### src/rtl/mips150_lsu_align.sv
// Load/store alignment unit: issues byte-enabled memory accesses and aligns returned load data.
// Optional LSU_MISALIGN_TRAP_EN: suppress misaligned accesses and report them on exc_misalign/exc_addr.
module mips150_lsu_align #(
    parameter int unsigned ADDR_W = 32,
    parameter int unsigned DEPTH  = 4,
    parameter int unsigned RD_W   = 5
) (
    input  logic              clk,
    input  logic              rst_n,
    input  logic              req_valid,
    output logic              req_ready,
    input  logic [5:0]        req_opcode,
    input  logic [ADDR_W-1:0] req_addr,
    input  logic [31:0]       req_wdata,
    input  logic [RD_W-1:0]   req_rd,
    output logic              mem_en,
    output logic [3:0]        mem_we,
    output logic [ADDR_W-1:0] mem_addr,
    output logic [31:0]       mem_wdata,
    input  logic              mem_rvalid,
    input  logic [31:0]       mem_rdata,
    output logic              wb_valid,
    output logic [RD_W-1:0]   wb_rd,
    output logic [31:0]       wb_data,
    output logic              exc_misalign,
    output logic [ADDR_W-1:0] exc_addr
);

    localparam int unsigned PTR_W = $clog2(DEPTH);
    localparam int unsigned CNT_W = $clog2(DEPTH + 1);

    localparam logic [5:0] OP_LB  = 6'h20;
    localparam logic [5:0] OP_LH  = 6'h21;
    localparam logic [5:0] OP_LW  = 6'h23;
    localparam logic [5:0] OP_LBU = 6'h24;
    localparam logic [5:0] OP_LHU = 6'h25;
    localparam logic [5:0] OP_SB  = 6'h28;
    localparam logic [5:0] OP_SH  = 6'h29;
    localparam logic [5:0] OP_SW  = 6'h2b;

    localparam logic [1:0] SZ_B = 2'd0;
    localparam logic [1:0] SZ_H = 2'd1;
    localparam logic [1:0] SZ_W = 2'd2;

    logic             w_ld;
    logic             w_st;
    logic             w_sgn;
    logic [1:0]       w_size;
    logic [1:0]       w_off;
    logic [3:0]       w_we;
    logic [31:0]      w_wdata;
    logic             w_accept;
    logic             w_sup;
    logic             w_go;
    logic             w_push;
    logic             w_pop;
    logic [CNT_W-1:0] w_cnt_nxt;
    logic [7:0]       w_byte;
    logic [15:0]      w_half;
    logic [31:0]      w_wb_data;

    logic              r_ready;
    logic [CNT_W-1:0]  r_count;
    logic [PTR_W-1:0]  r_rptr;
    logic [PTR_W-1:0]  r_wptr;
    logic              r_mem_en;
    logic [3:0]        r_mem_we;
    logic [ADDR_W-1:0] r_mem_addr;
    logic [31:0]       r_mem_wdata;
    logic              r_wb_valid;
    logic [RD_W-1:0]   r_wb_rd;
    logic [31:0]       r_wb_data;

    logic [RD_W-1:0]   r_q_rd   [DEPTH];
    logic [1:0]        r_q_size [DEPTH];
    logic              r_q_sgn  [DEPTH];
    logic [1:0]        r_q_off  [DEPTH];

    // Opcode decode, forced lane offset and store lane steering
    always_comb begin
        w_ld    = 1'b0;
        w_st    = 1'b0;
        w_sgn   = 1'b0;
        w_size  = SZ_W;
        w_off   = 2'b00;
        w_we    = 4'b0000;
        w_wdata = req_wdata;
        case (req_opcode)
            OP_LB:  begin w_ld = 1'b1; w_size = SZ_B; w_sgn = 1'b1; end
            OP_LH:  begin w_ld = 1'b1; w_size = SZ_H; w_sgn = 1'b1; end
            OP_LW:  begin w_ld = 1'b1; w_size = SZ_W; end
            OP_LBU: begin w_ld = 1'b1; w_size = SZ_B; end
            OP_LHU: begin w_ld = 1'b1; w_size = SZ_H; end
            OP_SB:  begin w_st = 1'b1; w_size = SZ_B; end
            OP_SH:  begin w_st = 1'b1; w_size = SZ_H; end
            OP_SW:  begin w_st = 1'b1; w_size = SZ_W; end
            default: ;
        endcase
        case (w_size)
            SZ_B: begin
                w_off   = req_addr[1:0];
                w_wdata = {4{req_wdata[7:0]}};
                if (w_st) w_we = 4'b0001 << w_off;
            end
            SZ_H: begin
                w_off   = {req_addr[1], 1'b0};
                w_wdata = {2{req_wdata[15:0]}};
                if (w_st) w_we = 4'b0011 << w_off;
            end
            default: begin
                w_off = 2'b00;
                if (w_st) w_we = 4'b1111;
            end
        endcase
    end

`ifdef LSU_MISALIGN_TRAP_EN
    logic              w_mis;
    logic              r_exc;
    logic [ADDR_W-1:0] r_exc_addr;

    assign w_mis = (w_ld | w_st) &&
                   (((w_size == SZ_H) && req_addr[0]) ||
                    ((w_size == SZ_W) && (req_addr[1:0] != 2'b00)));
    assign w_sup = w_mis;

    always_ff @(posedge clk or negedge rst_n) begin
        if (!rst_n) begin
            r_exc      <= 1'b0;
            r_exc_addr <= '0;
        end else begin
            r_exc <= w_accept && w_mis;
            if (w_accept && w_mis) r_exc_addr <= req_addr;
        end
    end

    assign exc_misalign = r_exc;
    assign exc_addr     = r_exc_addr;
`else
    assign w_sup        = 1'b0;
    assign exc_misalign = 1'b0;
    assign exc_addr     = '0;
`endif

    assign w_accept = req_valid && r_ready;
    assign w_go     = w_accept && (w_ld | w_st) && !w_sup;
    assign w_push   = w_go && w_ld;
    assign w_pop    = mem_rvalid && (r_count != '0);

    always_comb begin
        w_cnt_nxt = r_count;
        case ({w_push, w_pop})
            2'b10:   w_cnt_nxt = r_count + CNT_W'(1);
            2'b01:   w_cnt_nxt = r_count - CNT_W'(1);
            default: w_cnt_nxt = r_count;
        endcase
    end

    // Extract and extend the returned data for the FIFO head
    always_comb begin
        w_byte    = 8'h00;
        w_half    = r_q_off[r_rptr][1] ? mem_rdata[31:16] : mem_rdata[15:0];
        w_wb_data = mem_rdata;
        case (r_q_off[r_rptr])
            2'd0: w_byte = mem_rdata[7:0];
            2'd1: w_byte = mem_rdata[15:8];
            2'd2: w_byte = mem_rdata[23:16];
            default: w_byte = mem_rdata[31:24];
        endcase
        case (r_q_size[r_rptr])
            SZ_B: w_wb_data = {{24{r_q_sgn[r_rptr] & w_byte[7]}}, w_byte};
            SZ_H: w_wb_data = {{16{r_q_sgn[r_rptr] & w_half[15]}}, w_half};
            default: w_wb_data = mem_rdata;
        endcase
    end

    always_ff @(posedge clk or negedge rst_n) begin
        if (!rst_n) begin
            r_ready     <= 1'b0;
            r_count     <= '0;
            r_rptr      <= '0;
            r_wptr      <= '0;
            r_mem_en    <= 1'b0;
            r_mem_we    <= 4'b0000;
            r_mem_addr  <= '0;
            r_mem_wdata <= '0;
            r_wb_valid  <= 1'b0;
            r_wb_rd     <= '0;
            r_wb_data   <= '0;
        end else begin
            r_ready  <= (w_cnt_nxt < CNT_W'(DEPTH));
            r_count  <= w_cnt_nxt;
            if (w_push) r_wptr <= r_wptr + PTR_W'(1);
            if (w_pop)  r_rptr <= r_rptr + PTR_W'(1);
            r_mem_en <= w_go;
            r_mem_we <= w_go ? w_we : 4'b0000;
            if (w_go) begin
                r_mem_addr  <= {req_addr[ADDR_W-1:2], 2'b00};
                r_mem_wdata <= w_wdata;
            end
            r_wb_valid <= w_pop;
            if (w_pop) begin
                r_wb_rd   <= r_q_rd[r_rptr];
                r_wb_data <= w_wb_data;
            end
        end
    end

    // Load metadata storage; contents are qualified by r_count
    always_ff @(posedge clk) begin
        if (w_push) begin
            r_q_rd[r_wptr]   <= req_rd;
            r_q_size[r_wptr] <= w_size;
            r_q_sgn[r_wptr]  <= w_sgn;
            r_q_off[r_wptr]  <= w_off;
        end
    end

    assign req_ready = r_ready;
    assign mem_en    = r_mem_en;
    assign mem_we    = r_mem_we;
    assign mem_addr  = r_mem_addr;
    assign mem_wdata = r_mem_wdata;
    assign wb_valid  = r_wb_valid;
    assign wb_rd     = r_wb_rd;
    assign wb_data   = r_wb_data;

endmodule
### config.mk
export PLATFORM = sky130hd
export DESIGN_NAME = mips150_lsu_align
export DESIGN_NICKNAME = d
export VERILOG_FILES = /design/src/rtl/mips150_lsu_align.sv
export SDC_FILE = /design/constraint.sdc
export NUM_CORES = 1
export LEC_CHECK = 0
export CAP_MARGIN = 20
export CORE_MARGIN = 2
export CORE_UTILIZATION = 48
export CTS_BUF_LIST = sky130_fd_sc_hd__clkbuf_16
export CTS_CLUSTER_SIZE = 28
export DETAILED_ROUTE_END_ITERATION = 12
export DONT_BUFFER_PORTS = 1
export GPL_ROUTABILITY_DRIVEN = 0
export HOLD_SLACK_MARGIN = 0.15
export SLEW_MARGIN = 20
export SYNTH_ARGS = -nofsm -noshare
export SYNTH_HDL_FRONTEND = slang
export SYNTH_SLANG_ARGS = --single-unit
### constraint.sdc
create_clock -name clk -period 6.41 [get_ports clk]
set_input_delay 0.641 -clock clk [delete_from_list [all_inputs] [get_ports clk]]
set_output_delay 0.641 -clock clk [all_outputs]
set_load 0.03 [all_outputs]
==> out/results.ini, run 1 <==
[power]
power.leakage_uw = 0.003232
power_density_nw_per_um2 = 535.4
vdd_drop_max_mv = 0.2672
power_uw = 4082

[timing]
period_share_pct = 48.84
layout_setup_ws_ns = 3.280
rsz0062_at_grt = false
max_slew_margin_pct = 33.95
post-route-min-period_ns = 3.130
finalSetupTns_ns = 0
final_hold_viol_count = 0
slew_violations = 0
fin_skew_ns = 0.006548
finalSetupViolations = 0
worst_pin_slew_ns = 0.9871
max_freq_ghz = 0.3195

[global_route]
grt_max_degree = 114
grt_usage_pct = 20.69
overflow = 0
grt_pass1_wl_um = 25320
antenna_found_initial = 0
first_global_vias = 4468

[clock_network]
clk_pin_slew_ns = 0.06
cts_buffer_depth = 2
cts.sinks = 153
root_buffer = clkbuf_16
h-tree-depth = 4
cts_tree = built
numCtsBuffers = 17
clock_latency_ns = 0.42

[routing]
wl_per_cell_um = 20.77
remaining_drc_errors = 0
finalWirelength_um = 15950
viasPerCell = 5.592
drt_first_iter_violations = 214
drt_pass1_iterations = 4
num_vias = 4295
antenna_left = 0

[worst_setup_path]
cp-start-kind = flip-flop
cp_cell_sequence = mux4_2, nor2b_1, mux2_2, mux2i_1, o21ai_0
crit_required_ns = 6.69
slowest_delay_ns = 0.91
r2r_slack_ns = 3.28
cp.arrival_ns = 3.41
worst_setup_path_end_kind = flip-flop
slowest_stage = mux4_2
setup.worst_path.class = reg -> reg
worstPathBufferInverterCount = 0
cp_max_fo = 31
critPathTopFamily = multiplexers

[logic_synthesis]
netlist_instances = 582
yosysSeqAreaShare_pct = 57.30
post_synth.cell_area_avg_um2 = 12.08
syn_area_um2 = 7032
ys.flop_type = dfrtp_1
ys_types = 42
synth_edf_count = 40
ys_ff_latch = 153
async_reset_ff_share_pct = 73.86
yosysWarnings = 0

[floorplanning]
coreArea_um2 = 14420
dieArea_um2 = 15630
die_h_um = 125.0
io_pins = 252
die-width_um = 125.0
start_util_pct = 48.75
rows = 44

[finish]
area_growth_pct = 8.416
drive_above_1_share_pct = 19.18
antenna_cells = 0
fin_area_um2 = 7624
fillers = 1240
layout.nets = 688
seq_area_um2 = 4029
layout.cells.non_filler = 768
multi_input_area_um2 = 2714

[min_path]
min_path_type = in -> async

[placed_design]
place_area_um2 = 7033
portBuffers = 0
dpl.hpwl_um = 10930
post-place-ws_ns = 3.285
dp.cells = 735

[outcome]
outcome = finished clean

[job]
max-cap-violations = 0

==> cell usage after synthesis, types with 2 or more instances <==
cell type	count	share of area [%]
nor2_1	32	1.7
nand4b_1	2	0.25
nand2_1	65	3.5
mux2_2	55	8.8
and2_1	6	0.53
buf_1	5	0.27
edfxtp_1	40	17
o21ai_2	9	1.1
buf_6	2	0.32
mux4_2	10	3.2
inv_1	8	0.43
ha_1	5	0.89
clkbuf_1	22	1.2
dfrtp_1	113	40
nand2b_1	3	0.27
buf_2	5	0.36
a21oi_1	37	2.6
nor2b_1	4	0.36
mux2i_1	34	4.8
o211ai_1	16	1.7
o21ai_0	48	3.4
nor3_1	3	0.21
buf_4	35	3.7
xnor2_1	5	0.62
==> report_power, final <==
part | internal [uW] | switching, uW | total, uW | leakage (uW)
Combinational | 399 | 449 | 849 | 0.00121
Sequential | 1330 | 945 | 2280 | 0.00175
Clock | 566 | 392 | 957 | 0.000272
Total | 2290 | 1790 | 4080 | 0.00323
==> logic make-up after synthesis <==
logic type,Yosys count,synth area share (%)
flip-flops,153,57.30
AO/OA/AOI/OAI,120,10.32
AND/OR/NAND/NOR,120,7.278
multiplexers,99,16.85
buffers and inverters,77,6.281
adder cells (fa/ha/maj),6,1.174
XOR/XNOR,6,0.7473
other,1,0.05333
==> cell type report <==
type                       count  area share, %
sequential                   153          52.85
clock buffer                  17          5.580
inverter                       8         0.3939
timing repair buffer           5         0.7550
tap                          184          3.020
multi-input combinational    386          35.60
clock inverter                15          1.805
==> state kept, by name, indices dropped and copies added (netlist names), named ones only <==
signal     count
mem_wdata     32
r_count        2
r_q_off        8
mem_addr      30
mem_we         4
wb_data       32
r_rptr         2
wb_rd          5
r_q_size       8
req_ready      1
r_wptr         2
r_q_sgn        4
mem_en         1
wb_valid       1
r_q_rd        20
==> what timing repair did <==
item,4_1_cts,5_1_grt
buffers inserted,0,0
gates resized for setup,0,0
hold buffers,1,0
endpoints found under the hold margin,113,0
setup endpoints to repair,0,0
==> cells in the final DEF, fill, tap and decap left out, drive strengths merged <==
master and count:
a2111oi 1, a21boi 1, a21oi 38, a221o 1, a31oi 1, and2 6, buf 5, bufinv 2
clkbuf 17, clkinv 7, clkinvlp 4, conb 35, dfrtp 113, edfxtp 40, fa 1, ha 5
inv 10, mux2 55, mux2i 34, mux4 10, nand2 65, nand2b 3, nand3 1, nand4b 2
nor2 32, nor2b 4, nor3 3, nor3b 1, nor4b 1, o211ai 16, o21a 1, o21ai 58
o21bai 1, o22ai 1, o31ai 1, or2 2, xnor2 5, xor2 1
==> metrics by stage <==
stage	hold slack [ns]	util, %
floorplan	0.3454	-
global placement	0.3482	48.76
detailed placement	0.3478	48.76
CTS	0.1924	52.85
global route	0.2114	52.85
finish	0.1583	52.85
==> layer usage <==
metal / track usage [%] / part of all wire [%] / vias up
met3: 8.045 / 9.0 / 24
met4: 8.431 / 2.2 / 0
met1: 24.37 / 39 / 2099
met2: 34.14 / 50 / 210
li1: - / - / 1962
met5: 0 / 0 / -
==> final timing paths <==
path | from | to | depth (start not counted)
worst max-delay path | r_rptr[0]$_DFFE_PN0P_ | wb_data[2]$_DFFE_PN0P_ | 5
worst min-delay path | rst_n | wb_rd[3]$_DFFE_PN0P_ | 1
worst max register to register | r_rptr[0]$_DFFE_PN0P_ | wb_data[2]$_DFFE_PN0P_ | 5
worst min register to register | flip-flop | flip-flop | 1
max in group asynchronous | rst_n | mem_addr[26]$_DFFE_PN0P_ | 1
min in group clk | req_rd[2] | r_q_rd[3][2]$_DFFE_PP_ | 0
Power figures use the tool's default switching activity.
==> inputs of run 2 (changes only) <==
==> constraint.sdc (replaced) <==
create_clock -name clk -period 3.2 [get_ports clk]
set_input_delay 0.32 -clock clk [delete_from_list [all_inputs] [get_ports clk]]
set_output_delay 0.32 -clock clk [all_outputs]
set_load 0.03 [all_outputs]
==> out/results.ini, run 2 (synthesis gave the netlist of run 1 again) <==
[outcome]
outcome = finished clean  ; unchanged

[global_route]
grt_max_degree = 114  ; unchanged
first_global_vias = 5000  ; was 4,468
grt_usage_pct = 21.83  ; was 20.69%
use_met1_pct = 26.11  ; was 24.37%
use_met3_pct = 6.761  ; was 8.045%
busiest_layer = met2  ; unchanged
met2_usage_pct = 36.70  ; was 34.14%
antenna_found_initial = 0  ; unchanged
grt_pass1_wl_um = 26580  ; was 25,320 um
overflow = 0  ; unchanged

[finish]
multi_input_area_um2 = 2714  ; unchanged
layout.cells.non_filler = 862  ; was 768
post-route-util_pct = 59.58  ; was 52.85%
mostFrequentLayoutCell = dfrtp_1  ; unchanged
area_growth_pct = 22.21  ; was 8.416%
final_cell_mix = dfrtp_1, dlygate4sd3_1, nand2_1  ; was dfrtp_1, nand2_1, mux2_2
fillers = 1177  ; was 1,240
drive_above_1_share_pct = 17.55  ; was 19.18%
seq_area_um2 = 4029  ; unchanged
antenna_cells = 0  ; unchanged
layout.nets = 782  ; was 688

[worst_setup_path]
setup.worst_path.class = reg -> reg  ; unchanged
worst_setup_path_end_kind = flip-flop  ; unchanged
worstPathBufferInverterCount = 2  ; was 0
crit_required_ns = 3.55  ; was 6.69 ns
slowest_stage = mux4_2  ; unchanged
cp-start-kind = flip-flop  ; unchanged
cp_max_fo = 12  ; was 31
slowest_delay_ns = 0.68  ; was 0.91 ns
cp.arrival_ns = 3.14  ; was 3.41 ns
cp_cell_sequence = buf_4, mux4_2, a2111oi_4, a21oi_1, a31oi_1, dlygate4sd3_1  ; was mux4_2, nor2b_1, mux2_2, mux2i_1, o21ai_0
critPathTopFamily = buffers and inverters  ; was multiplexers

[timing]
max_freq_ghz = 0.3588  ; was 0.3195 GHz
finalSetupTns_ns = 0  ; unchanged
slew_violations = 0  ; unchanged
layout_setup_ws_ns = 0.4133  ; was 3.280 ns
max_slew_margin_pct = 31.44  ; was 33.95%
worst_pin_slew_ns = 1.025  ; was 0.9871 ns
rsz0062_at_grt = false  ; unchanged
post-route-min-period_ns = 2.787  ; was 3.130 ns
fin_skew_ns = 0.006748  ; was 0.006548 ns
finalSetupViolations = 0  ; unchanged
period_share_pct = 87.08  ; was 48.84%
final_hold_viol_count = 0  ; unchanged

[floorplanning]
dieArea_um2 = 15630  ; unchanged
rows = 44  ; unchanged
die_h_um = 125.0  ; unchanged
die-width_um = 125.0  ; unchanged
start_util_pct = 48.75  ; unchanged
io_pins = 252  ; unchanged
coreArea_um2 = 14420  ; unchanged

[routing]
drt_pass1_iterations = 4  ; unchanged
antenna_left = 0  ; unchanged
num_vias = 4726  ; was 4,295
remaining_drc_errors = 0  ; unchanged
finalWirelength_um = 16830  ; was 15,950 um
viasPerCell = 5.483  ; was 5.592
wl_per_cell_um = 19.52  ; was 20.77 um
drt_first_iter_violations = 171  ; was 214

[power]
power.switching_uw = 3644  ; was 1787 uW
p_sw_share_pct = 43.17  ; was 43.78%
vdd_drop_max_mv = 0.6148  ; was 0.2672 mV
power.leakage_uw = 0.003648  ; was 0.003232 uW
p_int_uw = 4796  ; was 2295 uW
clockPowerShare_pct = 24.1  ; was 23.5%
p_seq_share_pct = 53.5  ; was 55.8%
pwr-share-comb_pct = 22.5  ; was 20.8%
power_density_nw_per_um2 = 982.1  ; was 535.4 nW/um^2

[clock_network]
root_buffer = clkbuf_16  ; unchanged
clk_pin_slew_ns = 0.06  ; about the same
cts.sinks = 153  ; unchanged
h-tree-depth = 4  ; unchanged
numCtsBuffers = 17  ; unchanged
cts_buffer_depth = 2  ; unchanged
cts_resized = 0  ; unchanged
clock_latency_ns = 0.42  ; about the same
cts_tree = built  ; unchanged

[placed_design]
post-place-ws_ns = 0.5012  ; was 3.285 ns
dp.cells = 740  ; was 735
portBuffers = 0  ; unchanged
dpl.hpwl_um = 11020  ; was 10,930 um

[min_path]
min_path_type = in -> reg  ; was in -> async

[job]
max-cap-violations = 0  ; unchanged

[run 2: worst paths after layout]
kind / slack, ns / startpoint / endpoint / cells after the start
worst min-delay path: 0.16 / req_wdata[17] / mem_wdata[17]$_DFFE_PN0P_ / 2
min in group asynchronous: 0.43 / rst_n / wb_rd[4]$_DFFE_PN0P_ / 2
worst max register to register: 0.41 / r_rptr[0]$_DFFE_PN0P_ / wb_data[7]$_DFFE_PN0P_ / 6
worst min register to register: 0.55 / flip-flop / flip-flop / 1
max in group asynchronous: 2.19 / rst_n / mem_we[3]$_DFF_PN0_ / 2
worst max-delay path: 0.41 / r_rptr[0]$_DFFE_PN0P_ / wb_data[7]$_DFFE_PN0P_ / 6
[run 2: area by class of cell]
class,count,share of cell area [%]
repair buffers,99,11.47
inverters,8,0.3494
clock inverters,15,2.082
multi-input cells,386,31.58
flip-flops and latches,153,46.88
well taps,184,2.679
clock buffers,17,4.950
[run 2: repair_timing]
| item | CTS | global route |
|---|---|---|
| hold buffers | 90 | 0 |
| endpoints found under the hold margin | 219 | 0 |
| setup buffers | 0 | 0 |
[run 2: power by group through the flow]
stage               Clock [uW]  Sequential [uW]  Combinational, uW
finish                    2030             4510               1900
global route              2150             4590               2120
CTS                       2070             4520               1910
detailed placement           0             4540               1770
global placement             0             4530               1700
floorplan                    0             4310               1550
[run 2: stage by stage]
| step | hold slack [ns] | power, uW | area, um^2 |
|---|---|---|---|
| finish | 0.1627 | 8440 | 8593 |
| global route | 0.1838 | 8865 | 8593 |
| floorplan | 0.02441 | 5865 | 7159 |
| global placement | 0.02723 | 6223 | 7071 |
| detailed placement | 0.02685 | 6312 | 7071 |
| CTS | 0.1535 | 8497 | 8593 |
[run 2: worst reg2reg max path: stages, from the launching register on]
cell	delay, ns
dfrtp_1	0.48
buf_4	0.27
mux4_2	0.68
a2111oi_4	0.47
a21oi_1	0.13
a31oi_1	0.14
dlygate4sd3_1	0.56
[run 2: per-layer routing]
metal	part of all wire, %	wire, um	up-vias
met5	0	0	-
met4	2.5	416	0
met3	7.3	1220	28
met2	49	8326	200
met1	41	6863	2342
li1	-	-	2156
